`src/rtl/fpunpack_if.sv`:
```
// fpunpack_norm_if: valid/ready bus bundle for the operand unpacker.
//   Input side : in_valid, in_ready, in_op[79:0], in_fmt[1:0], in_tag
//   Output side: out_valid, out_ready, out_A[80:0], out_class[4:0], out_snan, out_tag
//   slave  modport: the unpacker itself.
//   master modport: the producer/consumer driving the unpacker.
interface fpunpack_norm_if #(
    parameter int TAG_W = 8
);
    logic             in_valid;
    logic             in_ready;
    logic [79:0]      in_op;
    logic [1:0]       in_fmt;
    logic [TAG_W-1:0] in_tag;
    logic             out_valid;
    logic             out_ready;
    logic [80:0]      out_A;
    logic [4:0]       out_class;
    logic             out_snan;
    logic [TAG_W-1:0] out_tag;

    modport slave (
        input  in_valid, in_op, in_fmt, in_tag, out_ready,
        output in_ready, out_valid, out_A, out_class, out_snan, out_tag
    );

    modport master (
        output in_valid, in_op, in_fmt, in_tag, out_ready,
        input  in_ready, out_valid, out_A, out_class, out_snan, out_tag
    );
endinterface

```
`src/rtl/fpunpack_norm.sv`:
```
// fpunpack_norm: unpacks SNG/DBL/EXT operands into the internal 81-bit
// {sign, exp16 (bias 0x7FFF), mant64 (bit63 = integer bit)} format.
// Denormals are normalised over one or more NORM cycles, SHIFT_STEP bits
// at a time. The result sits in a one-entry holding register (HOLD).
// Ports:
//   clk  - clock
//   rst  - synchronous, active-high reset
//   bus  - fpunpack_norm_if.slave (in_* valid/ready, out_* valid/ready)
// Parameters:
//   TAG_W      - tag width, must match the interface instance
//   SHIFT_STEP - max left shift per NORM cycle (8, 16 or 32)
// Build option:
//   FPUNPK_DAZ_EN - when defined, denormals flush to signed zero
//                   (class denorm) and NORM is never entered.
module fpunpack_norm #(
    parameter int TAG_W      = 8,
    parameter int SHIFT_STEP = 16
) (
    input  logic              clk,
    input  logic              rst,
    fpunpack_norm_if.slave    bus
);
    typedef enum logic [1:0] {IDLE, NORM, HOLD} state_t;

    localparam logic [4:0] C_NAN = 5'b10000, C_INF = 5'b01000, C_NORMAL = 5'b00100,
                           C_DENORM = 5'b00010, C_ZERO = 5'b00001;

    state_t           state_q, state_d;
    logic             sign_q, snan_q;
    logic [15:0]      exp_q;
    logic [63:0]      mant_q;
    logic [4:0]       cls_q;
    logic [TAG_W-1:0] tag_q;

    logic accept;
    assign bus.in_ready = (state_q == IDLE) || (state_q == HOLD && bus.out_ready);
    assign accept       = bus.in_valid && bus.in_ready;

    // ---------------- input decode ----------------
    logic        f_sign, f_ext, e_zero, e_max, jbit, pay_nz;
    logic [15:0] f_exp, f_bias;
    logic [63:0] f_raw;
    logic        d_sign, d_snan, d_norm;
    logic [15:0] d_exp;
    logic [63:0] d_mant;
    logic [4:0]  d_cls;

    always_comb begin
        f_ext  = 1'b0;
        f_sign = 1'b0;
        f_exp  = '0;
        f_raw  = '0;
        f_bias = '0;
        e_zero = 1'b0;
        e_max  = 1'b0;
        case (bus.in_fmt)
            2'b00: begin
                f_sign = bus.in_op[31];
                f_exp  = {8'd0, bus.in_op[30:23]};
                e_zero = (bus.in_op[30:23] == '0);
                e_max  = &bus.in_op[30:23];
                f_raw  = {~e_zero, bus.in_op[22:0], 40'd0};
                f_bias = 16'h7F80;
            end
            2'b01: begin
                f_sign = bus.in_op[63];
                f_exp  = {5'd0, bus.in_op[62:52]};
                e_zero = (bus.in_op[62:52] == '0);
                e_max  = &bus.in_op[62:52];
                f_raw  = {~e_zero, bus.in_op[51:0], 11'd0};
                f_bias = 16'h7C00;
            end
            default: begin
                f_ext  = 1'b1;
                f_sign = bus.in_op[79];
                f_exp  = {1'b0, bus.in_op[78:64]};
                e_zero = (bus.in_op[78:64] == '0);
                e_max  = &bus.in_op[78:64];
                f_raw  = bus.in_op[63:0];
                f_bias = 16'h4000;
            end
        endcase
        // SNG/DBL have an implied J, so jbit can only be 1 at e==0 for EXT
        jbit   = f_raw[63];
        pay_nz = |f_raw[62:0];

        d_sign = f_sign;
        d_exp  = f_exp + f_bias;
        d_mant = f_raw;
        d_cls  = C_NORMAL;
        d_snan = 1'b0;
        d_norm = 1'b0;
        if (f_ext && !e_zero && !jbit) begin
            // unnormal, pseudo-NaN, pseudo-inf: canonical signalling invalid
            d_sign = 1'b1;
            d_exp  = 16'hFFFF;
            d_mant = 64'hC000_0000_0000_0000;
            d_cls  = C_NAN;
            d_snan = 1'b1;
        end else if (e_max) begin
            d_exp  = 16'hFFFF;
            d_mant = {1'b1, f_raw[62:0]};
            d_cls  = pay_nz ? C_NAN : C_INF;
            d_snan = pay_nz && !f_raw[62];
        end else if (e_zero) begin
            if (jbit) begin
                // EXT pseudo-denormal: already has J, just fix the exponent
                d_exp = f_bias + 16'd1;
            end else if (pay_nz) begin
                d_cls = C_DENORM;
`ifdef FPUNPK_DAZ_EN
                d_exp  = '0;
                d_mant = '0;
`else
                d_exp  = f_bias + 16'd1;
                d_norm = 1'b1;
`endif
            end else begin
                d_exp  = '0;
                d_mant = '0;
                d_cls  = C_ZERO;
            end
        end
    end

    // ---------------- normaliser step ----------------
    logic [SHIFT_STEP-1:0] top;
    logic                  top_zero, found;
    logic [5:0]            lz, shamt;

    assign top      = mant_q[63 -: SHIFT_STEP];
    assign top_zero = ~|top;

    always_comb begin
        lz    = '0;
        found = 1'b0;
        for (int i = 0; i < SHIFT_STEP; i++) begin
            if (!found && top[SHIFT_STEP-1-i]) begin
                lz    = 6'(i);
                found = 1'b1;
            end
        end
        shamt = top_zero ? 6'(SHIFT_STEP) : lz;
    end

    // ---------------- FSM ----------------
    always_ff @(posedge clk) begin
        if (rst) state_q <= IDLE;
        else     state_q <= state_d;
    end

    always_comb begin
        state_d = state_q;
        case (state_q)
            IDLE: if (accept) state_d = d_norm ? NORM : HOLD;
            NORM: if (!top_zero) state_d = HOLD;
            HOLD: if (bus.out_ready) state_d = accept ? (d_norm ? NORM : HOLD) : IDLE;
            default: state_d = IDLE;
        endcase
    end

    // ---------------- datapath / holding register ----------------
    always_ff @(posedge clk) begin
        if (rst) begin
            sign_q <= 1'b0;
            exp_q  <= '0;
            mant_q <= '0;
            cls_q  <= '0;
            snan_q <= 1'b0;
            tag_q  <= '0;
        end else if (accept) begin
            sign_q <= d_sign;
            exp_q  <= d_exp;
            mant_q <= d_mant;
            cls_q  <= d_cls;
            snan_q <= d_snan;
            tag_q  <= bus.in_tag;
        end else if (state_q == NORM) begin
            mant_q <= mant_q << shamt;
            exp_q  <= exp_q - {10'd0, shamt};
        end
    end

    assign bus.out_valid = (state_q == HOLD);
    assign bus.out_A     = {sign_q, exp_q, mant_q};
    assign bus.out_class = cls_q;
    assign bus.out_snan  = snan_q;
    assign bus.out_tag   = tag_q;
endmodule
```
`src/flat_wrapper.sv`:
```
// flat-port wrapper written by rule: the top's interface ports become plain ports
module fpunpack_norm_flat 
#(
    parameter int TAG_W      = 8,
    parameter int SHIFT_STEP = 16
)
  (clk, rst, bus_in_valid, bus_in_op, bus_in_fmt, bus_in_tag, bus_out_ready, bus_in_ready, bus_out_valid, bus_out_A, bus_out_class, bus_out_snan, bus_out_tag);
  fpunpack_norm_if #(.TAG_W(TAG_W)) bus_i ();
  input  logic clk;
  input  logic rst;
  input wire logic [$bits(bus_i.in_valid)-1:0] bus_in_valid;
  input wire logic [$bits(bus_i.in_op)-1:0] bus_in_op;
  input wire logic [$bits(bus_i.in_fmt)-1:0] bus_in_fmt;
  input wire logic [$bits(bus_i.in_tag)-1:0] bus_in_tag;
  input wire logic [$bits(bus_i.out_ready)-1:0] bus_out_ready;
  output wire logic [$bits(bus_i.in_ready)-1:0] bus_in_ready;
  output wire logic [$bits(bus_i.out_valid)-1:0] bus_out_valid;
  output wire logic [$bits(bus_i.out_A)-1:0] bus_out_A;
  output wire logic [$bits(bus_i.out_class)-1:0] bus_out_class;
  output wire logic [$bits(bus_i.out_snan)-1:0] bus_out_snan;
  output wire logic [$bits(bus_i.out_tag)-1:0] bus_out_tag;
  assign bus_i.in_valid = bus_in_valid;
  assign bus_i.in_op = bus_in_op;
  assign bus_i.in_fmt = bus_in_fmt;
  assign bus_i.in_tag = bus_in_tag;
  assign bus_i.out_ready = bus_out_ready;
  assign bus_in_ready = bus_i.in_ready;
  assign bus_out_valid = bus_i.out_valid;
  assign bus_out_A = bus_i.out_A;
  assign bus_out_class = bus_i.out_class;
  assign bus_out_snan = bus_i.out_snan;
  assign bus_out_tag = bus_i.out_tag;
  fpunpack_norm #(.TAG_W(TAG_W), .SHIFT_STEP(SHIFT_STEP)) u_core (.clk(clk), .rst(rst), .bus(bus_i));
endmodule
```
`config.mk`:
```
export PLATFORM = sky130hd
export DESIGN_NAME = fpunpack_norm_flat
export DESIGN_NICKNAME = d
export VERILOG_FILES = /design/src/rtl/fpunpack_if.sv /design/src/rtl/fpunpack_norm.sv /design/src/flat_wrapper.sv
export SDC_FILE = /design/constraint.sdc
export NUM_CORES = 1
export LEC_CHECK = 0
export BUFFER_PORTS_ARGS = -buffer_cell sky130_fd_sc_hd__buf_2
export CAP_MARGIN = 10
export CORE_UTILIZATION = 55
export CTS_BUF_LIST = sky130_fd_sc_hd__clkbuf_4
export DETAILED_ROUTE_END_ITERATION = 8
export PLACE_DENSITY = 0.88
export SYNTH_ARGS = -nofsm -noshare
export SYNTH_HDL_FRONTEND = slang
export SYNTH_SLANG_ARGS = --single-unit
```
`constraint.sdc`:
```
create_clock -name clk -period 10.9 [get_ports clk]
set_input_delay 1.09 -clock clk [delete_from_list [all_inputs] [get_ports clk]]
set_output_delay 1.09 -clock clk [all_outputs]
set_load 0.05 [all_outputs]
```
-- Word-level counts from Yosys, hierarchy flattened
Cells that the tools add are included.
- bits in registers: 97
- bits of input ports: 94
- word-level logic and storage cells: 143
- add/sub/neg operators: 3
- equality and inequality tests: 6
- shifts and indexed selects: 1
- mux-type cells: 72
- bitwise gates (word level): 2
- reductions and logical operators: 52
- operators with widths (operator ; count):
    $mux W64 ; 6
    $pmux W64 S2 ; 1
    $mux W16 ; 7
    $shl A64 B6 Y64 ; 1
    $mux W63 ; 1
    $reduce_or A63 Y1 ; 1
    $mux W4 ; 8
    $mux W5 ; 6
    $pmux W15 S2 ; 1
    $pmux W14 S2 ; 1
    $mux W1 ; 25
    $logic_and A1 B1 Y1 ; 20
    $logic_not A1 Y1 ; 18
    $add A15 B1 Y16 const B ; 1
    $add A15 B15 Y16 ; 1
    $mux W2 ; 8
    $reduce_or A16 Y1 ; 1
    $sub A16 B6 Y16 ; 1
    $logic_not A15 Y1 ; 1
    $reduce_and A15 Y1 ; 1
    $mux W3 ; 4
    $logic_not A11 Y1 ; 1
    $reduce_and A11 Y1 ; 1
    $logic_not A8 Y1 ; 1
    other kinds (13) ; 19

-- Longest topological paths before layout
- word-level depth: 50
- depth in mapped cells: 20

-- Least setup slack after synthesis
Ideal clock, no wire load.
- kind: flip-flop to flip-flop
- from: register u_core.mant_q[52]
- to: register u_core.exp_q[10]
- library setup time: 0.071 ns
- data arrival time: 4.145 ns
- setup slack: 6.684 ns
- cell stages (with the launch flop): 17
- buffers on the path: 3
- clock period less this slack: 4.216 ns
- cell sequence: dfxtp_1 -> or4_4 -> nor3_1 -> nand2_1 -> o21ai_4 -> buf_2 -> buf_4 -> buf_2 -> fa_1 -> nor2b_1 -> o21ai_0 -> a21boi_0 -> or3_1 -> nand2b_1 -> or3_1 -> a31o_2 -> a21oi_1
- cells in the longest elaborated chain, start to end: 18
- elaborated cells on any way between the ends: 23
- RTL lines (item ; line ; RTL):
    start: declaration ; fpunpack_norm.sv:31 ; logic [63:0] mant_q;
    start signal: assignment ; fpunpack_norm.sv:174 ; mant_q <= d_mant;
    start signal: assignment ; fpunpack_norm.sv:179 ; mant_q <= mant_q << shamt;
    $logic_and A1 B1 Y1 ; fpunpack_norm.sv:138 ; if (!found && top[SHIFT_STEP-1-i]) begin
    $mux W1 ; fpunpack_norm.sv:138 ;
    $logic_not A1 Y1 ; fpunpack_norm.sv:138 ;
    $logic_and A1 B1 Y1 ; fpunpack_norm.sv:138 ;
    $mux W1 ; fpunpack_norm.sv:138 ;
    $logic_not A1 Y1 ; fpunpack_norm.sv:138 ;
    $logic_and A1 B1 Y1 ; fpunpack_norm.sv:138 ;
    $mux W1 ; fpunpack_norm.sv:138 ;
    (+2 left out) ; -- ;
    $mux W1 ; fpunpack_norm.sv:138 ;
    $logic_not A1 Y1 ; fpunpack_norm.sv:138 ;
    $logic_and A1 B1 Y1 ; fpunpack_norm.sv:138 ;
    $mux W4 ; fpunpack_norm.sv:138 ;
    $mux W5 (*) ; fpunpack_norm.sv:143 ; shamt = top_zero ? 6'(SHIFT_STEP) : lz;
    $sub A16 B6 Y16 (*) ; fpunpack_norm.sv:180 ; exp_q <= exp_q - {10'd0, shamt};
    $mux W16 (*) ; fpunpack_norm.sv:178 ; end else if (state_q == NORM) begin
    $mux W16 (*) ; fpunpack_norm.sv:171 ; end else if (accept) begin
    end signal: assignment ; fpunpack_norm.sv:173 ; exp_q <= d_exp;
    end signal: assignment ; fpunpack_norm.sv:180 ;
    end: declaration ; fpunpack_norm.sv:30 ; logic [15:0] exp_q;
Every way passes the cells marked *; elsewhere a longest branch is shown, timed or not. The select of a mux whose other input is x is not followed.
A chain may end at the register's enable or synchronous reset.

-- Final worst setup path
- from: input bus_in_fmt[1]
- to: register u_core.mant_q[6]
- cells in the longest elaborated chain, start to end: 9
- elaborated cells on any way between the ends: 18
- RTL lines (item ; line ; RTL):
    start: declaration ; flat_wrapper.sv:13 ; input wire logic [$bits(bus_i.in_fmt)-1:0] bus_in_fmt;
    $eq A2 B1 Y1 / $logic_not A2 Y1 (equally long branches) ; fpunpack_norm.sv:56 ; case (bus.in_fmt)
    $pmux W64 S2 ; fpunpack_norm.sv:56 ;
    $reduce_or A63 Y1 ; fpunpack_norm.sv:85 ; pay_nz = |f_raw[62:0];
    $mux W63 ; fpunpack_norm.sv:109 ; end else if (pay_nz) begin
    $mux W64 ; fpunpack_norm.sv:106 ; if (jbit) begin
    $mux W64 ; fpunpack_norm.sv:105 ; end else if (e_zero) begin
    $mux W64 ; fpunpack_norm.sv:100 ; end else if (e_max) begin
    $mux W64 (*) ; fpunpack_norm.sv:93 ; if (f_ext && !e_zero && !jbit) begin
    $mux W64 (*) ; fpunpack_norm.sv:171 ;
Every way passes the cells marked *; elsewhere a longest branch is shown, timed or not.

==> results.cfg <==
[power_and_ir_drop]
clockPowerShare_pct = 8.4
p_sw_uw = 1531
power.density_nw_per_um2 = 235.4
p_int_uw = 1055
design_power_total_uw = 2587
power_frac_seq_pct = 18.6
p_leak_uw = 0.004679
swShare_pct = 59.20
pwr-share-comb_pct = 73.0
ir_drop_v = 0.0001798

[worst_setup_path]
cp.arrival_ns = 5.50
crit_chain = buf_2, buf_4, inv_2, mux2i_1, nand4_1, nor4_1, and4b_1, a21o_1, nor2_1, a221oi_1, nor3_1
crit_type = in2reg
crit_slowest_cell = a21o_1
startpoint_type = input pin
critPathRequiredTime_ns = 11.31
end_kind = flip-flop
slowest_delay_ns = 0.92
cp_max_fo = 51

[global_routing]
grt_max_degree = 61
track_usage_pct = 51.61
grt_pass1_wl_mm = 70.91
antenna_found_initial = 2
grt-ovfl-total = 0
first_global_vias = 11440

[timing]
period_needed_ns = 5.083
grt_setup_unrepaired = false
hold_viol = 0
skew_ns = 0.02510
maxSlewHeadroom_pct = 8.613
tightest_slew_ns = 1.333
setup_tns_ns = 0
setup_viol = 0
fin_crit_sh_pct = 46.64
fmaxAchievable_mhz = 196.7
drv_slew = 0

[finish]
synthToLayoutAreaGrowth_pct = 10.79
final_nets = 1529
regArea_um2 = 1942
final_util_pct = 62.87
layout_common_cells = buf_2 (189), nor2_1 (129), mux2i_1 (126), nand2_1 (115), dfxtp_1 (97)
layout.cells.non_filler = 1657
drive_gt1_share_pct = 21.96
mostFrequentLayoutCell = buf_2
multi_input_area_um2 = 7410
fill_cells = 1640

[placed_design]
finalWeightedCongestion = 1.049
placedCellCount = 1639
dp_hpwl_mm = 35.49
io_buffers = 190

[detailed_routing]
drt-initial-drc-count = 2144
post-route-drc-count = 0
avgRoutedWirePerCell_um = 28.96
vias = 12560
finalWirelength_mm = 47.99
vias_per_cell = 7.582
first_pass_iters = 8
drtAntennaViolNets = 0

[logic_synthesis]
yosysWarnings = 0
synth-seq-cells = 97
synth.avg_cell_area_um2 = 7.593
synthArstFlopShare_pct = 0
netlist_area_um2 = 9917
ys_types = 86
synth-edff-count = 0
synthCells = 1306
synth_ff_type = dfxtp_1
ys_seq_area_share_pct = 19.58
syn_nets = 1410

[cts]
tritoncts = yes
cts_resized = 0
numCtsBuffers = 9
postCtsHoldBufs = 0
root_buffer = clkbuf_4
cts_htree_levels = 3
cts.sinks = 97
post-cts-setup-buffers = 0
clk_pin_slew_worst_paths_ns = 0.19
clock_latency_ns = 0.53
cts_max_path_buffers = 2

[die]
die_area_um2 = 18570
rows = 48
ioPinCount = 191
die_h_um = 136.3
start_util_pct = 56.74
coreArea_um2 = 17480
die_x_um = 136.3

[flow_run]
drv_cap = 0

[outcome]
outcome = completed

[worst_hold_path]
hold_class = reg2reg
[sequential cells by signal, summed over array words and instances (netlist names)]
name and cells:
u_core.state_q 2, u_core.bus.out_tag 8, u_core.bus.out_class 5, u_core.mant_q 64
u_core.sign_q 1, u_core.exp_q 16, u_core.bus.out_snan 1
[routing by layer]
layer / track usage (%) / routed length, um / vias to the layer above
li1: - / - / 5266
met1: 61.97 / 17050 / 5727
met2: 76.42 / 19810 / 1225
met3: 17.08 / 6892 / 346
met4: 37.78 / 4242 / 0
met5: 0 / 0 / -
[cell type report]
class	instances	share of cell area, %
Antenna cell	2	0.04555
Tap cell	225	2.562
Multi-Input combinational cell	1082	67.44
Timing Repair Buffer	212	10.18
Inverter	23	0.7858
Sequential cell	97	17.67
Clock inverter	7	0.6947
Clock buffer	9	0.6150
[final timing paths]
path / slack (ns) / startpoint / endpoint / depth (start not counted)
worst max-delay path: 5.82 / bus_in_fmt[1] / u_core.mant_q[6]$_SDFFE_PP0P_ / 11
worst min-delay path: 0.47 / u_core.bus.out_tag[4]$_SDFFE_PP0P_ / u_core.bus.out_tag[4]$_SDFFE_PP0P_ / 2
worst max register to register: 6.04 / u_core.mant_q[52]$_SDFFE_PP0P_ / u_core.exp_q[12]$_SDFFE_PP0P_ / 15
worst min register to register: 0.47 / u_core.bus.out_tag[4]$_SDFFE_PP0P_ / u_core.bus.out_tag[4]$_SDFFE_PP0P_ / 2
[through the flow]
stage                     hold slack [ns]  instance area [um^2]  setup slack [ns]
final                              0.4658                 10990             5.817
after global routing               0.4903                 10980             5.635
after CTS                          0.4687                 10980             6.016
after detailed placement           0.4460                 10840             5.458
after global placement             0.4388                 10840             5.586
after floorplan                    0.4785                  9917             6.684
[synthesized netlist by cell type (8+ instances only)]
cell type / n / area [um^2]
nor2_1: 131 / 491.7
mux2i_1: 126 / 1261
nand2_1: 116 / 435.4
dfxtp_1: 97 / 1942
a21oi_1: 89 / 445.4
o21ai_0: 74 / 370.4
clkbuf_1: 53 / 198.9
mux2_2: 49 / 551.8
nor3_1: 40 / 200.2
nand3_1: 37 / 185.2
buf_2: 30 / 150.1
a22oi_1: 26 / 195.2
o211ai_1: 26 / 195.2
a211oi_1: 25 / 187.7
a22o_1: 24 / 210.2
a221oi_1: 23 / 201.4
inv_1: 21 / 78.83
o22ai_1: 19 / 118.9
nor4_1: 18 / 112.6
o21bai_1: 15 / 112.6
a311oi_1: 13 / 113.9
nand4_1: 13 / 81.33
or3_1: 12 / 75.07
a211o_1: 10 / 87.58
buf_4: 10 / 75.07
a21o_1: 9 / 67.56
and3_1: 9 / 56.30
or4_1: 9 / 67.56
a21boi_0: 8 / 60.06
a32oi_1: 8 / 70.07
ha_1: 8 / 100.1
nand2b_1: 8 / 50.05
[critical path, delay by kind of cell]
kind / cells / cell delay, ns
muxes: 1 / 0.39
AOI/OAI and AO/OA: 2 / 1.28
and+or+nand+nor: 5 / 1.55
buffers and inverters: 3 / 1.13
[kinds of logic after synthesis]
| family | count (synthesis) | synth area share, % |
|---|---|---|
| mux | 182 | 19.52 |
| fa+ha+maj | 10 | 1.413 |
| buf+inv | 127 | 5.905 |
| flops | 97 | 19.58 |
| compound gates | 455 | 32.50 |
| simple gates | 423 | 20.02 |
| xor+xnor | 12 | 1.060 |
[power by group through the flow]
stage               logic (uW)  registers, uW  clock network, uW
floorplan                 1160            625                  0
global placement          1780            482                  0
detailed placement        1780            484                  0
CTS                       1790            476                214
global route              1950            484                228
finish                    1890            481                218
(Power assumes the default switching activity.)
